===== config.mk =====
export PLATFORM = sky130hd
export DESIGN_NAME = chirp_frame_sched
export DESIGN_NICKNAME = d
export VERILOG_FILES = /design/src/rtl/vco_ctrl_pkg.sv /design/src/rtl/frame_timer.sv /design/src/rtl/chirp_frame_sched.sv
export SDC_FILE = /design/constraint.sdc
export NUM_CORES = 1
export LEC_CHECK = 0
export BUFFER_PORTS_ARGS = -buffer_cell sky130_fd_sc_hd__buf_2
export CORE_UTILIZATION = 40
export DETAILED_ROUTE_END_ITERATION = 10
export SETUP_SLACK_MARGIN = 0.05
export SYNTH_ARGS = -nofsm -noshare
export SYNTH_HDL_FRONTEND = slang
export SYNTH_HIERARCHICAL = 1
export SYNTH_SLANG_ARGS = --single-unit

===== constraint.sdc =====
create_clock -name clk -period 5.3 [get_ports clk]
set_clock_uncertainty 0.2 [all_clocks]
set_input_delay 0.53 -clock clk [delete_from_list [all_inputs] [get_ports clk]]
set_output_delay 0.53 -clock clk [all_outputs]
set_load 0.01 [all_outputs]

===== src/rtl/vco_ctrl_pkg.sv =====
`default_nettype none
// ============================================================================
// vco_ctrl_pkg : scheduler state encoding and VCO mode constants
// Rev 1.0
// ============================================================================
package vco_ctrl_pkg;

    typedef enum logic [1:0] {
        ST_IDLE = 2'd0,
        ST_TRIG = 2'd1,
        ST_RAMP = 2'd2,
        ST_GAP  = 2'd3
    } sched_state_t;

    localparam logic        c_mode_cw   = 1'b0;
    localparam logic        c_mode_fmcw = 1'b1;
    localparam logic [31:0] c_min_period = 32'd2;

    // Periods below two cycles would make the tick continuous.
    function automatic logic [31:0] eff_period(input logic [31:0] period);
        return (period < c_min_period) ? c_min_period : period;
    endfunction

endpackage
`default_nettype wire


===== src/rtl/frame_timer.sv =====
`default_nettype none
// ============================================================================
// frame_timer : free-running frame counter, ticks on the last cycle of a period
// Rev 1.0
// ============================================================================
module frame_timer
    import vco_ctrl_pkg::*;
(
    input  logic        clk,
    input  logic        rst_n,
    input  logic        i_enable,
    input  logic [31:0] i_period,
    output logic        o_tick
);

    logic [31:0] r_cnt;
    logic [31:0] w_last;
    logic        w_wrap;

    assign w_last = eff_period(i_period) - 32'd1;
    // >= lets a shortened period take effect without running through 2^32.
    assign w_wrap = (r_cnt >= w_last);
    assign o_tick = i_enable && w_wrap;

    always_ff @(posedge clk or negedge rst_n) begin
        if (!rst_n) begin
            r_cnt <= '0;
        end else if (!i_enable || w_wrap) begin
            r_cnt <= '0;
        end else begin
            r_cnt <= r_cnt + 32'd1;
        end
    end

endmodule
`default_nettype wire


===== src/rtl/chirp_frame_sched.sv =====
`default_nettype none
// ============================================================================
// chirp_frame_sched : FMCW frame/chirp sequencer driving VCO ramp and ADC window
// Rev 1.0
// ============================================================================
module chirp_frame_sched
    import vco_ctrl_pkg::*;
#(
    parameter int unsigned RAMP_TIMEOUT = 65535,
    parameter int unsigned CHIRP_W      = 5
) (
    input  logic               clk,
    input  logic               rst_n,
    input  logic               enable_i,
    input  logic [31:0]        frame_period_i,
    input  logic [CHIRP_W-1:0] chirp_num_i,
    input  logic [15:0]        chirp_gap_i,
    input  logic [7:0]         adc_delay_i,
    input  logic               ramp_done_i,
    output logic               ramp_trigger_o,
    output logic               adc_win_o,
    output logic [CHIRP_W-1:0] chirp_idx_o,
    output logic               frame_start_o,
    output logic               frame_done_o,
    output logic               overrun_o,
    output logic               busy_o,
    output logic               timeout_err_o
);

    localparam logic [31:0] c_rto_last = 32'(RAMP_TIMEOUT - 1);

    sched_state_t       r_state;
    logic [CHIRP_W-1:0] r_num;
    logic [CHIRP_W-1:0] r_idx;
    logic [15:0]        r_gap;
    logic [15:0]        r_gcnt;
    logic [7:0]         r_dly;
    logic [31:0]        r_rcnt;
    logic               r_trig, r_win, r_fstart, r_fdone, r_ovr, r_tmo;

    logic               w_tick;
    logic               w_fmcw;
    logic               w_last_chirp;
    logic               w_open_next;

    frame_timer u_timer (
        .clk      (clk),
        .rst_n    (rst_n),
        .i_enable (enable_i),
        .i_period (frame_period_i),
        .o_tick   (w_tick)
    );

    assign w_fmcw       = (enable_i == c_mode_fmcw);
    assign w_last_chirp = (r_idx == (r_num - CHIRP_W'(1)));
    // r_rcnt is the RAMP cycle index; the window opens at trigger + max(delay,1).
    assign w_open_next  = ({1'b0, r_rcnt} + 33'd2) >= {25'd0, r_dly};

    always_ff @(posedge clk or negedge rst_n) begin
        if (!rst_n) begin
            r_state  <= ST_IDLE;
            r_num    <= '0;
            r_idx    <= '0;
            r_gap    <= '0;
            r_gcnt   <= '0;
            r_dly    <= '0;
            r_rcnt   <= '0;
            r_trig   <= 1'b0;
            r_win    <= 1'b0;
            r_fstart <= 1'b0;
            r_fdone  <= 1'b0;
            r_ovr    <= 1'b0;
            r_tmo    <= 1'b0;
        end else if (!w_fmcw) begin
            // Held low, so the sticky error is released on the falling edge.
            r_state  <= ST_IDLE;
            r_idx    <= '0;
            r_gcnt   <= '0;
            r_rcnt   <= '0;
            r_trig   <= 1'b0;
            r_win    <= 1'b0;
            r_fstart <= 1'b0;
            r_fdone  <= 1'b0;
            r_ovr    <= 1'b0;
            r_tmo    <= 1'b0;
        end else begin
            r_trig   <= 1'b0;
            r_fstart <= 1'b0;
            r_fdone  <= 1'b0;
            r_ovr    <= w_tick && (r_state != ST_IDLE);
            case (r_state)
                ST_IDLE: begin
                    if (w_tick && (chirp_num_i != '0)) begin
                        r_num    <= chirp_num_i;
                        r_gap    <= chirp_gap_i;
                        r_dly    <= adc_delay_i;
                        r_idx    <= '0;
                        r_fstart <= 1'b1;
                        r_trig   <= 1'b1;
                        r_state  <= ST_TRIG;
                    end
                end
                ST_TRIG: begin
                    r_rcnt  <= '0;
                    r_win   <= (r_dly <= 8'd1);
                    r_state <= ST_RAMP;
                end
                ST_RAMP: begin
                    if (ramp_done_i) begin
                        r_win <= 1'b0;
                        if (w_last_chirp) begin
                            r_fdone <= 1'b1;
                            r_state <= ST_IDLE;
                        end else begin
                            r_idx <= r_idx + CHIRP_W'(1);
                            if (r_gap == 16'd0) begin
                                r_trig  <= 1'b1;
                                r_state <= ST_TRIG;
                            end else begin
                                r_gcnt  <= r_gap;
                                r_state <= ST_GAP;
                            end
                        end
                    end else if (r_rcnt == c_rto_last) begin
                        r_tmo   <= 1'b1;
                        r_win   <= 1'b0;
                        r_state <= ST_IDLE;
                    end else begin
                        r_rcnt <= r_rcnt + 32'd1;
                        if (w_open_next) begin
                            r_win <= 1'b1;
                        end
                    end
                end
                ST_GAP: begin
                    if (r_gcnt <= 16'd1) begin
                        r_trig  <= 1'b1;
                        r_state <= ST_TRIG;
                    end else begin
                        r_gcnt <= r_gcnt - 16'd1;
                    end
                end
                default: r_state <= ST_IDLE;
            endcase
        end
    end

    assign ramp_trigger_o = r_trig;
    assign adc_win_o      = r_win;
    assign chirp_idx_o    = r_idx;
    assign frame_start_o  = r_fstart;
    assign frame_done_o   = r_fdone;
    assign overrun_o      = r_ovr;
    assign busy_o         = (r_state != ST_IDLE);
    assign timeout_err_o  = r_tmo;

endmodule
`default_nettype wire

# After elaboration in Yosys (flattened, before gate mapping)
# Index checks and enable logic that the tools add are counted.
[op_classes] reduce_logical=16 shift=0 n_mux=48 n_eq_ne=21 add_sub_neg=7 n_mul=0 bitwise=0 div_mod_pow=0 magnitude_cmp=5
[ops] cell="32-bit two-way mux" n=5
[ops] cell="16-bit two-way mux" n=5
[ops] cell="32-bit by 1-bit adder with 32-bit output, second input constant" n=2
[ops] cell="32-bit one-hot mux with 2 select lines" n=1
[ops] cell="32-bit by 2-bit adder with 33-bit output, second input constant" n=1
[ops] cell="33-bit by 8-bit greater-or-equal comparator with 1-bit output" n=1
[ops] cell="32-bit by 16-bit == test with 1-bit output, second input constant" n=1
[ops] cell="32-bit greater-or-equal comparator" n=1
[ops] cell="32-bit by 2-bit less-than comparator with 1-bit output, second input constant" n=1
[ops] cell="16-bit one-hot mux with 2 select lines" n=1
[ops] cell="32-bit by 1-bit subtractor with 32-bit output, second input constant" n=1
[ops] cell="3-bit inequality test, second input constant" n=8
[ops] cell="1-bit two-way mux" n=21
[ops] cell="5-bit two-way mux" n=4
[ops] cell="16-bit by 1-bit <= comparator with 1-bit output, second input constant" n=1
[ops] cell="16-bit logical NOT" n=1
[ops] cell="16-bit by 1-bit subtractor with 16-bit output, second input constant" n=1
[ops] cell="2-bit two-way mux" n=7
[ops] cell="3-bit AND reduction" n=4
[ops] cell="5-bit one-hot mux with 2 select lines" n=1
[ops] cell="3-bit by 1-bit inequality test with 1-bit output, second input constant" n=3
[ops] cell="8-bit by 1-bit <= comparator with 1-bit output, second input constant" n=1
[ops] cell="2-bit one-hot mux with 4 select lines" n=1
[ops] cell="5-bit by 1-bit adder with 5-bit output, second input constant" n=1
[ops] cell="other kinds (19)" n=23
[totals] romBits=0 reg_bits=122 inputBits=65 output_inout_bits=12 elab_cells=111 latchBits=0 mem_count=0 mem_bits_rw=0

# Depth between registers and ports, before layout
[logic_depth] depth_word=9 mapped_depth=26 depth_no_buf=22

# Hierarchy
# The synthesis kept the hierarchy.
[modules_own_cells] module="chirp_frame_sched" seq_area_each_um2=2252.2 area_per_inst_um2=5756.8 n_inst=1 cells_each=699
[modules_own_cells] module="frame_timer" seq_area_each_um2=800.8 area_per_inst_um2=2981.6 n_inst=1 cells_each=345

# Worst setup path after synthesis
# OpenSTA, ideal clock, no wires.
[synth_timing] path_type="input -> register" start="in frame_period_i[12]" end="reg r_idx[0] (netlist: chirp_idx_o[0])" setup_slack_ns=-0.839 required_time_ns=4.968 setup_ns=0.132 arrival_time_ns=5.807 path_stages=24 path_cell_list="or4_4 > or3_1 > buf_6 > nor4_4 > buf_6 > nand2_1 > nand2_1 > ha_1 > nand4b_1 > nor2_1 > nand3b_1 > xor2_1 > ha_1 > nand4_1 > or4_1 > a31oi_1 > clkbuf_1 > o21a_1 > o21ai_0 > nand2_1 > o21ai_0 > a21oi_1 > mux2i_1 > nor2_1"
[synth_via] elab_chain_len=8
[synth_rtl] element="start, declared" line_no="chirp_frame_sched.sv:15" rtl="input logic [31:0] frame_period_i,"
[synth_rtl] element="32-bit by 2-bit less-than comparator with 1-bit output" line_no="vco_ctrl_pkg.sv:21" rtl="return (period < c_min_period) ? c_min_period : period;"
[synth_rtl] element="32-bit two-way mux *" line_no="vco_ctrl_pkg.sv:21"
[synth_rtl] element="32-bit by 1-bit subtractor with 32-bit output *" line_no="frame_timer.sv:20" rtl="assign w_last = eff_period(i_period) - 32'd1;"
[synth_rtl] element="32-bit greater-or-equal comparator *" line_no="frame_timer.sv:22" rtl="assign w_wrap = (r_cnt >= w_last);"
[synth_rtl] element="1-bit logical AND *" line_no="frame_timer.sv:23" rtl="assign o_tick = i_enable && w_wrap;"
[synth_rtl] element="via w_tick" line_no="chirp_frame_sched.sv:41" rtl="logic w_tick;"
[synth_rtl] element="1-bit logical AND *" line_no="chirp_frame_sched.sv:93" rtl="if (w_tick && (chirp_num_i != '0)) begin"
[synth_rtl] element="3-bit inequality test (no source line) *"
[synth_rtl] element="4-bit AND reduction (no source line) *"
[synth_rtl] element="end signal, assigned" line_no="chirp_frame_sched.sv:115" rtl="r_idx <= r_idx + CHIRP_W'(1);"
[synth_rtl] element="end, declared" line_no="chirp_frame_sched.sv:34" rtl="logic [CHIRP_W-1:0] r_idx;"
# The timed path passes the listed nets; every way through them passes the cells marked *.
# A chain may end at the register's enable or synchronous reset.

# Worst setup path in the final report
[layout_timing] start="in frame_period_i[9]" end="reg r_dly[1]"
[layout_via] elab_chain_len=7
[layout_rtl] element="32-bit by 2-bit less-than comparator with 1-bit output" line_no="vco_ctrl_pkg.sv:21"
[layout_rtl] element="32-bit two-way mux *" line_no="vco_ctrl_pkg.sv:21"
[layout_rtl] element="32-bit by 1-bit subtractor with 32-bit output *" line_no="frame_timer.sv:20"
[layout_rtl] element="32-bit greater-or-equal comparator *" line_no="frame_timer.sv:22"
[layout_rtl] element="1-bit logical AND *" line_no="frame_timer.sv:23"
[layout_rtl] element="via w_tick" line_no="chirp_frame_sched.sv:41"
[layout_rtl] element="1-bit logical AND *" line_no="chirp_frame_sched.sv:93"
[layout_rtl] element="3-bit AND reduction (no source line) *"
[layout_rtl] element="end signal, assigned" line_no="chirp_frame_sched.sv:96" rtl="r_dly <= adc_delay_i;"
[layout_rtl] element="end, declared" line_no="chirp_frame_sched.sv:37" rtl="logic [7:0] r_dly;"
# Marked as above.

==> impl_metrics.ini <==
[placement]
numPortBuffers = 76
hpwl_um = 17000
preCtsSetupSlack_ps = -276
placedCellCount = 1372
finalWeightedCongestion = 0.860

[synthesis]
yosys-top-cells-count = nand2_1, dfrtp_1, nor2_1
synth_area_leader_cell = dfrtp_1
synth_cells = 1044
synth_top_area_frac = 0.349
synth_edf_count = 0
synth_area_leaders = dfrtp_1, ha_1, nand2_1, xnor2_1, nor4_1
synthArstFlopShare = 1.00
netlist_area_mm2 = 0.00874
synth-main-ff-cell = dfrtp_1
synth_cell_types = 79
synth_nets = 1162
yosys_warnings = 6
synth.avg_cell_area_um2 = 8.37
synth.most_common_cell = nand2_1
ys_seq_elements = 122
yosysSeqAreaShare = 0.349

[final_layout]
fillers = 2101
finalNonFillerCells = 1405
syn_to_final_growth_pct = 16.5
drive_above_1_share = 0.164
nets = 1234
post-route-util = 0.480

[power_and_ir_drop]
switching_power_uw = 775
switching_share = 0.294
clkPwrFrac = 0.468
combPwrFrac = 0.162
p_int_uw = 1860
p_leak_uw = 0.00434
cellPowerDensity_mw_per_mm2 = 259
vdd_ir_drop_max_mv = 0.235
seqPwrFrac = 0.371

[route]
drc = 0
viasPerCell = 5.72
vias = 8040
wl_um = 23500
drt_pass1_iterations = 5
drt_iter0_markers = 634
detail_route.wl_per_cell_um = 16.7
ant_nets = 0

[setup_path]
cp.required_ps = 5450
cp_slowest_stage_delay_ps = 530
crit_fanout = 26
end_kind = register
crit_path_start_kind = input port
path_cells = buf_2, or4_4, or3_1, nor4_4, nand2_2, nand2_2, ha_4, nand4b_1, buf_4, nor4_2, xnor2_1, ha_1, and4_1, nand2_1, or4_4, a31oi_4, o21a_1, o21ai_1, inv_1, nand3_4, inv_2, buf_12, nand2_1, o21ai_0
slowest_stage = or4_4
worstSetupPathType = input port to register
r2r_cells = 9
cp.arrival_ps = 5090

[sta]
slew_headroom = 0.316
rsz0062_at_grt = false
fin_crit_sh = 0.932
finalMaxSlewViolations = 0
hold_violations = 0
clock.fmax_mhz = 202
worstMarginPinSlew_ps = 1030
period_minus_slack_ps = 4940
setup_viol = 0
timing.final.ws_setup_ps = 358

[outcome]
status = completed

[cts]
htreeDepth = 4
cts.sinks = 122
cts_root_buffer = clkbuf_16
path_clk_slew_ps = 60
cts-buffers-inserted = 17
cts_tree = yes
clock_latency_ps = 420
clock_path_buffers = 2

[global_routing]
grt_pass1_vias = 7532
antenna_found_initial = 0
grt_max_degree = 65
grt_pass1_wl_um = 39000
grt-ovfl-total = 0
grt_use_total = 0.220

[floorplanning]
initial_utilization = 0.412
io_pins = 77
rows = 53
die_w_um = 150
die_area_mm2 = 0.0224
core_mm2 = 0.0212
die_h_um = 150

[flow_run]
cap_violations = 0

[min_path]
holdCritPathClass = input port to async pin
-- per-stage QoR --
| stage | setup TNS, ps | hold slack, ps | power [uW] | cell area [um2] |
|---|---|---|---|---|
| floorplan | -12760 | 34.4 | 1260 | 8850 |
| global placement | -4340 | 288 | 1410 | 9530 |
| detailed placement | -8000 | 285 | 1410 | 9530 |
| CTS | 0 | 34.9 | 2660 | 10200 |
| global route | 0 | 74.4 | 2760 | 10200 |
| finish | 0 | 7.04 | 2640 | 10200 |
-- final timing paths --
kind / start / endpoint / slack (ps)
max: frame_period_i[9] / r_dly[1] / 360
max reg2reg: r_rcnt[0] / r_rcnt[6] / 2150
min reg2reg: r_gcnt[10] / r_gcnt[10] / 310
max in group asynchronous: rst_n / r_num[1] / 3590
min in group clk: chirp_gap_i[3] / r_gap[3] / 90
min: rst_n / r_gap[8] / 7
-- placed cells by master, fill, tap and decap left out, types with 8 or more instances in the layout --
cell type / n
nand2_1: 140
dfrtp_1: 122
buf_2: 75
nor2_1: 72
nor4_1: 61
a21oi_1: 57
ha_1: 52
xnor2_1: 47
nor3_1: 44
nand4_1: 42
nand3_1: 39
xor2_1: 38
o21ai_0: 37
inv_1: 35
buf_4: 31
o21ai_1: 23
clkbuf_16: 17
and3_1: 15
or3_1: 12
and4_1: 10
and2_1: 8
o2bb2ai_1: 8
-- layer usage --
layer	wire length (um)	GRT usage
met2	10200	0.334
met1	11800	0.318
met5	0	0
met4	352	0.0636
met3	1070	0.0387
-- cell type report --
cell class	count	area [um2]	share of cell area
clock buffers	18	439	0.0432
clock inverters	14	186	0.0183
well taps	275	344	0.0338
inverters	37	139	0.0136
diodes	1	2.50	0.000246
flip-flops and latches	122	3050	0.300
multi-input cells	830	5370	0.528
repair buffers	108	639	0.0628
-- kinds of logic (layout without fill, tap and decap cells) --
| family | Yosys count | in the layout | synth area share |
|---|---|---|---|
| compound gates | 197 | 197 | 0.144 |
| xor+xnor | 85 | 85 | 0.0852 |
| fa+ha+maj | 53 | 53 | 0.0759 |
| buf+inv | 92 | 177 | 0.0455 |
| flops | 122 | 122 | 0.349 |
| mux | 7 | 7 | 0.00845 |
| other cells | 0 | 1 | 0 |
| simple gates | 488 | 488 | 0.292 |
-- repair_timing --
| item | 4_1_cts | 5_1_grt |
|---|---|---|
| resized for setup | 0 | 3 |
| setup buffers | 0 | 0 |
| hold buffers | 0 | 0 |
| hold endpoints to repair | 0 | 0 |
| setup endpoints to repair | 0 | 30 |
-- power groups by stage --
stage | combinational (uW) | sequential, uW | clock [uW]
6_report | 426 | 978 | 1230
3_5_place_dp | 416 | 995 | 0
5_1_grt | 476 | 981 | 1300
4_1_cts | 420 | 978 | 1260
2_1_floorplan | 275 | 985 | 0
3_3_place_gp | 413 | 994 | 0
-- critical path, delay by kind of cell --
family,cells,cell delay (ps)
AO/OA/AOI/OAI,4,530
XOR/XNOR,1,140
adder cells (fa/ha/maj),2,410
buffers and inverters,5,700
AND/OR/NAND/NOR,12,2770
-- sequential cells by signal, summed over array words and instances, names as in the netlist --
| name | cells |
|---|---|
| r_rcnt | 32 |
| r_gap | 16 |
| overrun_o | 1 |
| r_state | 2 |
| ramp_trigger_o | 1 |
| u_timer/r_cnt | 32 |
| frame_done_o | 1 |
| r_dly | 8 |
| r_gcnt | 16 |
| frame_start_o | 1 |
| chirp_idx_o | 5 |
| r_num | 5 |
| timeout_err_o | 1 |
| adc_win_o | 1 |
Note: power is estimated with default switching activity, not from simulation.
